--- src/rtl/spi_sram_arbiter.sv ---
// Round-robin arbiter that shares one SPI SRAM master transaction port between
// the CPU cache (requester 0) and an auxiliary port (requester 1).
module spi_sram_arbiter #(
    parameter int ADDR_W = 24,
    parameter int LEN_W  = 5
) (
    input  logic                  clk,
    input  logic                  rst,
    input  logic [1:0]            r_req,
    input  logic [2*ADDR_W-1:0]   r_addr,
    input  logic [1:0]            r_wr,
    input  logic [2*LEN_W-1:0]    r_len,
    input  logic [15:0]           r_wdata,
    output logic [1:0]            r_ack,
    output logic [1:0]            r_wnext,
    output logic [7:0]            r_rdata,
    output logic [1:0]            r_rvalid,
    output logic [1:0]            r_done,
    output logic                  m_start,
    output logic [ADDR_W-1:0]     m_addr,
    output logic                  m_wr,
    output logic [LEN_W-1:0]      m_len,
    input  logic                  m_busy,
    output logic [7:0]            m_wdata,
    input  logic                  m_wnext,
    input  logic [7:0]            m_rdata,
    input  logic                  m_rvalid,
    input  logic                  m_done
);

    typedef enum logic [1:0] {IDLE, ISSUE, ACTIVE} state_t;

    state_t              state_q, state_d;
    logic                grant_q, grant_d;
    logic                prio_q, prio_d;
    logic [ADDR_W-1:0]   addr_q, addr_d;
    logic                wr_q, wr_d;
    logic [LEN_W-1:0]    len_q, len_d;
    logic                winner;

    // The prioritized requester wins only if it is actually requesting.
    assign winner = r_req[prio_q] ? prio_q : ~prio_q;

    always_ff @(posedge clk) begin
        if (rst) begin
            state_q <= IDLE;
            grant_q <= 1'b0;
            prio_q  <= 1'b0;
            addr_q  <= '0;
            wr_q    <= 1'b0;
            len_q   <= '0;
        end else begin
            state_q <= state_d;
            grant_q <= grant_d;
            prio_q  <= prio_d;
            addr_q  <= addr_d;
            wr_q    <= wr_d;
            len_q   <= len_d;
        end
    end

    always_comb begin
        state_d  = state_q;
        grant_d  = grant_q;
        prio_d   = prio_q;
        addr_d   = addr_q;
        wr_d     = wr_q;
        len_d    = len_q;
        r_ack    = 2'b00;
        r_wnext  = 2'b00;
        r_rvalid = 2'b00;
        r_done   = 2'b00;
        m_start  = 1'b0;
        unique case (state_q)
            IDLE: begin
                if (|r_req) begin
                    grant_d = winner;
                    addr_d  = winner ? r_addr[2*ADDR_W-1:ADDR_W] : r_addr[ADDR_W-1:0];
                    wr_d    = r_wr[winner];
                    len_d   = winner ? r_len[2*LEN_W-1:LEN_W] : r_len[LEN_W-1:0];
                    state_d = ISSUE;
                end
            end
            ISSUE: begin
                // A zero-length burst completes without ever touching the master.
                if (len_q == '0) begin
                    r_ack[grant_q]  = 1'b1;
                    r_done[grant_q] = 1'b1;
                    prio_d          = ~grant_q;
                    state_d         = IDLE;
                end else if (!m_busy) begin
                    m_start        = 1'b1;
                    r_ack[grant_q] = 1'b1;
                    state_d        = ACTIVE;
                end
            end
            ACTIVE: begin
                r_wnext[grant_q]  = m_wnext;
                r_rvalid[grant_q] = m_rvalid;
                r_done[grant_q]   = m_done;
                if (m_done) begin
                    prio_d  = ~grant_q;
                    state_d = IDLE;
                end
            end
            default: state_d = IDLE;
        endcase
    end

    assign m_addr  = addr_q;
    assign m_wr    = wr_q;
    assign m_len   = len_q;
    assign m_wdata = grant_q ? r_wdata[15:8] : r_wdata[7:0];
    assign r_rdata = m_rdata;

endmodule
--- config.mk ---
export PLATFORM = sky130hd
export DESIGN_NAME = spi_sram_arbiter
export DESIGN_NICKNAME = d
export VERILOG_FILES = /design/src/rtl/spi_sram_arbiter.sv
export SDC_FILE = /design/constraint.sdc
export NUM_CORES = 1
export LEC_CHECK = 0
export CAP_MARGIN = 5
export CELL_PAD_IN_SITES_DETAIL_PLACEMENT = 0
export CELL_PAD_IN_SITES_GLOBAL_PLACEMENT = 1
export CORE_ASPECT_RATIO = 1.5
export CORE_UTILIZATION = 22
export DETAILED_ROUTE_END_ITERATION = 7
export GPL_TIMING_DRIVEN = 0
export HOLD_SLACK_MARGIN = 0.08
export PLACE_DENSITY = 0.8
export SYNTH_ARGS = -nofsm -noshare
export SYNTH_HDL_FRONTEND = slang
export SYNTH_SLANG_ARGS = --single-unit
--- constraint.sdc ---
create_clock -name clk -period 2.1 [get_ports clk]
set_input_delay 0.42 -clock clk [delete_from_list [all_inputs] [get_ports clk]]
set_output_delay 0.42 -clock clk [all_outputs]
set_load 0.02 [all_outputs]
==> results of run 1 <==
-- routing by layer --
| metal | up-vias | part of all wire [%] | global-route usage (%) | wire [um] |
|---|---|---|---|---|
| met1 | 842 | 39 | 13.3 | 2220 |
| met5 | - | 0 | 0 | 0 |
| li1 | 980 | - | - | - |
| met3 | 11 | 7.3 | 3.79 | 411 |
| met4 | 0 | 2.9 | 6.54 | 161 |
| met2 | 103 | 51 | 25.7 | 2860 |
-- repair_timing --
action	in CTS	in global routing
setup buffers	1	0
pin swaps	2	1
endpoints found under the setup margin	14	7
hold buffers	0	0
gates resized for setup	39	10
-- placed cells by master (no fill, tap or decap) --
cell             netlist  final
ha_1                   3      2
clkinvlp_4             0      1
dfxtp_2                0      2
clkbuf_2               0      1
mux2_2                10     10
buf_1                  1      1
nor2b_1                1      1
buf_4                 11     14
inv_1                  5      5
nand2b_1               2      2
and3_1                 6      4
clkbuf_8               0      2
a22o_1                 2      2
dfxtp_1               34     32
mux2i_1               32     32
o21ai_4                0      1
buf_6                  0      2
or4_4                  1      1
clkdlybuf4s50_1        0    123
clkbuf_1              10      8
nor2_1                37     36
nand2_1                1      1
a211oi_1              30     30
o21ai_1                0      1
o21a_1                 2      2
nor3_1                 1      1
clkbuf_16              0      5
a21oi_1                2      2
dlygate4sd2_1          0      9
and3_4                 0      2
a311oi_1               1      1
clkinv_2               0      1
buf_2                  1      2
nor2_4                 0      1
ha_2                   0      1
-- area by class of cell --
cell class                      count  area share [%]
Timing Repair Buffer              138            39.0
Buffer                             23            4.02
Multi-Input combinational cell    133            28.8
Sequential cell                    34            19.6
Clock inverter                      2           0.359
Tap cell                          105            3.77
Clock buffer                        6            3.98
Inverter                            5           0.538
-- metrics by stage --
stage	area, um2	hold slack [ns]	worst slack, ns
4_1_cts	3470	0.493	-0.0609
3_3_place_gp	3310	0.480	-0.232
2_1_floorplan	1800	0.466	0.225
3_5_place_dp	3310	0.487	-0.242
6_report	3490	0.488	-0.0524
5_1_grt	3490	0.520	-0.104
-- critical path, cell delays in order, from the launching register on --
cell     delay [ns]
dfxtp_2        0.32
or4_4          0.59
nor2_4         0.11
a22o_1         0.14
and3_4         0.18
buf_6          0.11
-- flip-flops by register name (all words and copies together) (netlist names) --
| signal | count |
|---|---|
| grant_q | 1 |
| m_addr | 24 |
| m_len | 5 |
| m_wr | 1 |
| prio_q | 1 |
| state_q | 2 |
-- power by group through the flow --
stage	Combinational [mW]	Sequential, mW	Clock, mW
global route	1.93	0.988	0.796
floorplan	0.805	1.16	0
finish	1.78	0.960	0.737
detailed placement	1.77	0.967	0
global placement	1.76	0.962	0
CTS	1.80	0.961	0.764
-- worst min path at each step --
stage                                          to  depth (start not counted)  slack, ns
after floorplan           state_q[0]$_SDFFE_PP0P_                          2       0.47
after global placement    state_q[0]$_SDFFE_PP0P_                          2       0.48
after detailed placement  state_q[0]$_SDFFE_PP0P_                          2       0.49
after CTS                 state_q[0]$_SDFFE_PP0P_                          2       0.49
after global routing      m_addr[15]$_SDFFE_PP0P_                          2       0.52
final                     state_q[0]$_SDFFE_PP0P_                          2       0.49
-- cell usage after synthesis (all sizes together) --
cell,n,share of area [%]
a311oi,1,0.49
buf,13,5.1
nand2b,2,0.69
dfxtp,34,38
inv,5,1.0
and3,6,2.1
mux2i,32,18
a22o,2,0.97
a21oi,2,0.55
o21a,2,0.83
nor2,37,7.7
ha,3,2.1
o21ai,2,0.76
nor3,1,0.28
or4,1,0.62
a211oi,30,12
clkbuf,10,2.1
mux2,10,6.2
nand2,1,0.21
nor2b,1,0.35
-- cell families after synthesis --
logic type                 count (synthesis)  share of synthesized area (%)
and+or+nand+nor                           49                           11.9
adders and majority gates                  3                           2.08
muxes                                     42                           24.0
DFF                                       34                           37.7
buffers and inverters                     28                           8.18
AOI/OAI and AO/OA                         39                           16.1
==> impl_metrics.tcl, run 1 <==
set metrics [dict create \
    grt-ovfl-total 0 \
    grt_setup_unrepaired "yes" \
    antenna-diode-count 0 \
    violations "negative setup slack" \
    drt_iter0_markers 45 \
    wl_um 5650 \
    cts_sinks 34 \
    drv_slew 0 \
    comb_power_share_pct 51.2 \
    p_clk_share_pct 21.2 \
    swShare_pct 37.0 \
    netlist_area_mm2 0.00180 \
    intPower_mw 2.19 \
    synth-seq-area-share_pct 37.7 \
    cts_tree "yes" \
    clkTransAtPathRegs_ns 0.05 \
    drive_above_1_share_pct 13.5 \
    synth_fp_nets 290 \
    vias 1936 \
    final_util_pct 43.8 \
    drc_errors 0 \
    syn_area_per_cell_um2 9.25 \
    cts_root_buffer "clkbuf_16" \
    grt_pass1_wl_um 9210 \
    stdcell_count 446 \
    period_share_pct 102 \
    post_drt_wl_per_cell_um 12.7 \
    status "finished, violations left" \
    fp.dieArea_mm2 0.00857 \
    clk_latency_ns 0.28 \
    firstDrtPassIters 6 \
    power_density_mw_per_mm2 996 \
    r2r_end "m_addr[1]$_SDFFE_PP0P_" \
    p_leak_nw 1.44 \
    min_from "state_q[0]$_SDFFE_PP0P_" \
    p_switching_mw 1.29 \
    row_count 40 \
    cp.arrival_ns 1.73 \
    dp_hpwl_um 4570 \
    die_w_um 75.9 \
    worstSetupStartpoint "m_len[2]$_SDFFE_PP0P_" \
    n_fill_cell 782 \
    synth_cells 195 \
    ys_warn_count 0 \
    start_util_pct 22.7 \
    rr_startpoint "state_q[1]$_SDFFE_PP0P_" \
    multi_input_comb_area_mm2 0.00100 \
    synthToLayoutAreaGrowth_pct 93.3 \
    hold_viol 0 \
    start_kind "flop" \
    gp_congestion 0.717 \
    cts_buffer_depth 2 \
    total_power_mw 3.47 \
    grt_pass1_vias 1984 \
    sequentialPowerShare_pct 27.6 \
    antenna_found_initial 0 \
    drv_cap 0 \
    timing.critical_path.to "r_done[0]" \
    finalSetupTns_ns -0.102 \
    max_slew_margin_pct 65.7 \
    fin_ws_ns -0.0524 \
    max-vdd-ir-drop_mv 0.440 \
    finalClockSkew_ns 0.00555 \
    h-tree-depth 2 \
    synth.distinct_cells 23 \
    endpoint_kind "output pin" \
    dp_cells 437 \
    path_class "reg -> out" \
    required_ns 1.68 \
    hold_class "reg -> reg" \
    fmax_mhz 465 \
    seq_area_um2 683 \
    numCtsBuffers 5 \
    portBuffers 137 \
    grt_max_degree 12 \
    viasPerCell 4.34 \
    synth-seq-cells 34 \
    grt_usage_pct 13.5 \
    tightestPinTransition_ns 0.515 \
    fp.coreArea_mm2 0.00796 \
    final_antenna_net_count 0 \
    die_h_um 113 \
    num-nets-final 435 \
    io_pins 147 \
    finalCriticalPeriod_ns 2.15 \
    rrSetupSlack_ns 0.27 \
    setup_viol 2 \
    critical_path_peak_fanout 4 \
    r2r_cells 7 \
]
No activity file was read; power rests on OpenSTA's default activity.
==> run 2: changes to the inputs <==
Settings changed: SKIP_CTS_REPAIR_TIMING set to 1.
==> run 2 against run 1 <==
  * Clock skew about the same
  * The flow still finishes with violations (negative setup slack)
  * Critical path type unchanged
  * Fmax up 1.2%
  * Clock power about the same
  * Highest routed layer unchanged
==> impl_metrics.tcl, run 2 (same netlist as run 1, synthesis figures left out) <==
set metrics [dict create \
    status "finished, violations left" \
    violations "negative setup slack" \
    slowest_delay_ns 0.58 \
    period_share_pct 101 \
    firstDrtPassIters 6 \
    crit_slowest_cell "or4_4" \
    setup_viol 3 \
    grt_pass1_wl_um 9200 \
    drc_errors 0 \
    drt_iter0_markers 50 \
    p_switching_mw 1.29 \
    cts_tree "yes" \
    synthToLayoutAreaGrowth_pct 94.8 \
    seq_area_um2 683 \
    wl_met1_um 2230 \
    fp.dieArea_mm2 0.00857 \
    start_util_pct 22.7 \
    cts_buffer_depth 2 \
    endpoint_kind "output pin" \
    largest_register_ffs 24 \
    path_cells "or4_4 > nor2_4 > a22o_1 > and3_4 > buf_6" \
    p_leak_nw 1.53 \
    cts_sinks 34 \
    finalCriticalPeriod_ns 2.13 \
    drv_cap 0 \
    finalSetupTns_ns -0.0768 \
    hold_viol 0 \
    die_h_um 113 \
    die_w_um 75.9 \
    total_power_mw 3.49 \
    fmax_mhz 470 \
    fp.coreArea_mm2 0.00796 \
    row_count 40 \
    grt_max_degree 12 \
    drv_slew 0 \
    h-tree-depth 2 \
    clk_latency_ns 0.27 \
    cp.arrival_ns 1.71 \
    p_clk_share_pct 21.1 \
    comb_power_share_pct 51.3 \
    drive_above_1_share_pct 13.5 \
    post_dp_cell_area_mm2 0.00331 \
    max_slew_margin_pct 65.8 \
    tightestPinTransition_ns 0.513 \
    io_pins 147 \
    antenna-diode-count 0 \
    final_antenna_net_count 0 \
    max-vdd-ir-drop_mv 0.439 \
    met3_length_um 423 \
    grt_usage_pct 13.5 \
    final_common_cell "clkdlybuf4s50_1" \
    wl_um 5740 \
    dr_wl_met2_um 2950 \
    gp_congestion 0.717 \
    intPower_mw 2.20 \
    antenna_found_initial 0 \
    required_ns 1.68 \
    grt-ovfl-total 0 \
    sequentialPowerShare_pct 27.5 \
    final_area_mm2 0.00351 \
    num-nets-final 435 \
    fin_ws_ns -0.0268 \
    vias 1931 \
    power_density_mw_per_mm2 992 \
    multi_input_comb_area_mm2 0.00100 \
    place_ws_ns -0.242 \
    portBuffers 137 \
    swShare_pct 37.0 \
    routed.top_layer "met4" \
    cts_root_buffer "clkbuf_16" \
    start_kind "flop" \
    critical_path_peak_fanout 3 \
    final_cell_mix "clkdlybuf4s50_1 (123), nor2_1 (36), mux2i_1 (32), dfxtp_1 (32), a211oi_1 (30)" \
    grt_pass1_vias 1978 \
    viasPerCell 4.33 \
    finalClockSkew_ns 0.00546 \
    clkTransAtPathRegs_ns 0.05 \
    n_fill_cell 774 \
    grt_setup_unrepaired "yes" \
    dp_hpwl_um 4570 \
    path_class "reg -> out" \
    hold_class "reg -> reg" \
    numCtsBuffers 5 \
    post_drt_wl_per_cell_um 12.9 \
]
## run 2: worst max-delay path: cells and delay by family (launching register included)
kind / cells / cell delay [ns]
AO/OA/AOI/OAI: 1 / 0.14
flip-flops: 1 / 0.32
AND/OR/NAND/NOR: 3 / 0.86
buffers and inverters: 1 / 0.11
## run 2: worst paths after layout
kind / end / cells after the start / startpoint / slack (ns)
worst max-delay path: r_done[0] / 5 / m_len[2]$_SDFFE_PP0P_ / -0.03
worst min-delay path: state_q[0]$_SDFFE_PP0P_ / 2 / state_q[0]$_SDFFE_PP0P_ / 0.49
worst max register to register: m_addr[1]$_SDFFE_PP0P_ / 7 / state_q[1]$_SDFFE_PP0P_ / 0.26
worst min register to register: state_q[0]$_SDFFE_PP0P_ / 2 / state_q[0]$_SDFFE_PP0P_ / 0.49
## run 2: area by class of cell
class | count | share of cell area (%)
buffer | 23 | 3.81
tap | 105 | 3.74
inverter | 5 | 0.534
clock inverter | 2 | 0.356
multi-input combinational | 133 | 28.5
sequential | 34 | 19.4
clock buffer | 6 | 3.95
timing repair buffer | 138 | 39.7
## run 2: power by group through the flow
stage / Sequential (mW) / Combinational (mW) / Clock [mW]
detailed placement: 0.967 / 1.77 / 0
finish: 0.961 / 1.79 / 0.737
global placement: 0.962 / 1.76 / 0
global route: 0.988 / 1.94 / 0.796
floorplan: 1.16 / 0.805 / 0
CTS: 0.955 / 1.78 / 0.764
## run 2: stage by stage
| step | hold slack [ns] | util (%) | std cells |
|---|---|---|---|
| after detailed placement | 0.487 | 41.6 | 437 |
| after global routing | 0.520 | 44.2 | 446 |
| after global placement | 0.480 | 41.6 | 437 |
| after floorplan | 0.466 | - | 195 |
| after CTS | 0.493 | 43.5 | 445 |
| final | 0.487 | 44.2 | 446 |
## run 2: layer usage
metal	vias to the layer above	global-route usage, %
met5	-	0
met4	0	5.90
met3	9	3.87
met2	103	26.0
met1	840	13.3
li1	979	-
==> run 3: changes to the inputs <==
Settings changed: CORE_MARGIN set to 5, PLACE_DENSITY 0.8 to 0.86.
==> run 3 against run 2 <==
  * The flow still finishes with violations (negative setup slack)
  * Fmax up 0.26%
  * Critical path depth is the same
  * Combinational power hardly changed
  * Largest power group unchanged
==> impl_metrics.tcl, run 3 (same netlist as run 1, synthesis figures left out) <==
set metrics [dict create \
    cts_buffer_depth 2 \
    cp.arrival_ns 1.70 \
    status "finished, violations left" \
    io_pins 147 \
    viasPerCell 4.38 \
    clkTransAtPathRegs_ns 0.06 \
    grt_pass1_vias 2023 \
    final_common_cell "clkdlybuf4s50_1" \
    h-tree-depth 2 \
    tightestPinTransition_ns 0.507 \
    n_fill_cell 815 \
    max_slew_margin_pct 65.3 \
    grt_max_degree 12 \
    dp_hpwl_um 5250 \
    r2r_cells 7 \
    multi_input_comb_area_um2 985 \
    holdPathStages 2 \
    die_h_um 121 \
    start_kind "flop" \
    final_cell_mix "clkdlybuf4s50_1 (123), nor2_1 (36), mux2i_1 (32), dfxtp_1 (32), a211oi_1 (30)" \
    wl_um 6410 \
    finalCriticalPeriod_ns 2.12 \
    cts_sinks 34 \
    portBuffers 137 \
    setup_viol 2 \
    hold_class "reg -> reg" \
    gp_congestion 0.770 \
    endpoint_kind "output pin" \
    fmax_mhz 471 \
    drc_errors 0 \
    path_class "reg -> out" \
    fp.dieArea_mm2 0.0101 \
    post_dp_cell_area_mm2 0.00331 \
    p_leak_nw 1.55 \
    final_area_mm2 0.00351 \
    post_drt_wl_per_cell_um 14.4 \
    violations "negative setup slack" \
    cts_tree "yes" \
    seq_area_um2 683 \
    clk_latency_ns 0.28 \
    antenna-diode-count 0 \
    drive_above_1_share_pct 12.4 \
    antenna_found_initial 0 \
    vias 1950 \
    grt_setup_unrepaired "yes" \
    period_share_pct 101 \
    max-vdd-ir-drop_mv 0.406 \
    drv_slew 0 \
    power_density_mw_per_mm2 1010 \
    die_w_um 83.9 \
    grt_usage_pct 12.2 \
    final_util_pct 43.8 \
    hold_viol 0 \
    critical_path_peak_fanout 4 \
    synthToLayoutAreaGrowth_pct 94.4 \
    num-nets-final 434 \
    drv_cap 0 \
    cts_root_buffer "clkbuf_16" \
    numCtsBuffers 5 \
    fp.coreArea_mm2 0.00801 \
    drt_iter0_markers 39 \
    total_power_mw 3.55 \
    final_antenna_net_count 0 \
    place_ws_ns -0.220 \
    required_ns 1.68 \
    largest_register_ffs 24 \
    firstDrtPassIters 4 \
    grt-ovfl-total 0 \
    row_count 40 \
    start_util_pct 22.5 \
    fin_ws_ns -0.0213 \
    grt_pass1_wl_um 10000 \
    finalClockSkew_ns 0.00520 \
]
-- run 3: cell count changes in the layout (fill, tap and decap cells not counted), sizes merged --
cell / before / now
bufinv: 0 / 1
clkinvlp: 1 / 0
clkinv: 1 / 2
dlymetal6s2s: 9 / 10
buf: 19 / 18
clkbuf: 16 / 14
-- run 3: layout make-up --
cell class / count / area share (%)
repair buffers: 137 / 39.7
multi-input cells: 133 / 28.1
flip-flops and latches: 34 / 19.5
plain buffers: 23 / 3.78
well taps: 105 / 3.75
clock buffers: 5 / 3.57
clock inverters: 3 / 1.14
inverters: 5 / 0.535
-- run 3: metrics by stage --
step | cells | hold WS (ns) | TNS [ns]
final | 445 | 0.500 | -0.0386
after global routing | 445 | 0.525 | -0.235
after CTS | 445 | 0.503 | -4.86
after detailed placement | 437 | 0.495 | -2.87
after global placement | 437 | 0.481 | -2.13
after floorplan | 195 | 0.466 | 0
-- run 3: worst max-delay path: stages (launching register included) --
cell and delay, ns:
dfxtp_2 0.32, or4_4 0.57, nor2_2 0.11, a22o_1 0.14, and3_1 0.17, buf_6 0.12
-- run 3: final timing paths --
check	endpoint	slack, ns	start
max	r_done[0]	-0.02	m_len[3]$_SDFFE_PP0P_
min	m_addr[4]$_SDFFE_PP0P_	0.50	m_addr[4]$_SDFFE_PP0P_
max reg2reg	m_addr[0]$_SDFFE_PP0P_	0.30	state_q[1]$_SDFFE_PP0P_
min reg2reg	m_addr[4]$_SDFFE_PP0P_	0.50	m_addr[4]$_SDFFE_PP0P_
-- run 3: power breakdown --
| part | internal [mW] | switching (mW) | total (mW) |
|---|---|---|---|
| Combinational | 0.866 | 0.906 | 1.77 |
| Clock | 0.555 | 0.267 | 0.822 |
| Sequential | 0.840 | 0.116 | 0.957 |
| Total | 2.26 | 1.29 | 3.55 |
-- run 3: per-layer routing --
layer | part of all wire [%] | track usage (%)
met1 | 37 | 12.4
met5 | 0 | 0
met4 | 2.6 | 5.13
met2 | 52 | 23.0
met3 | 7.6 | 3.60
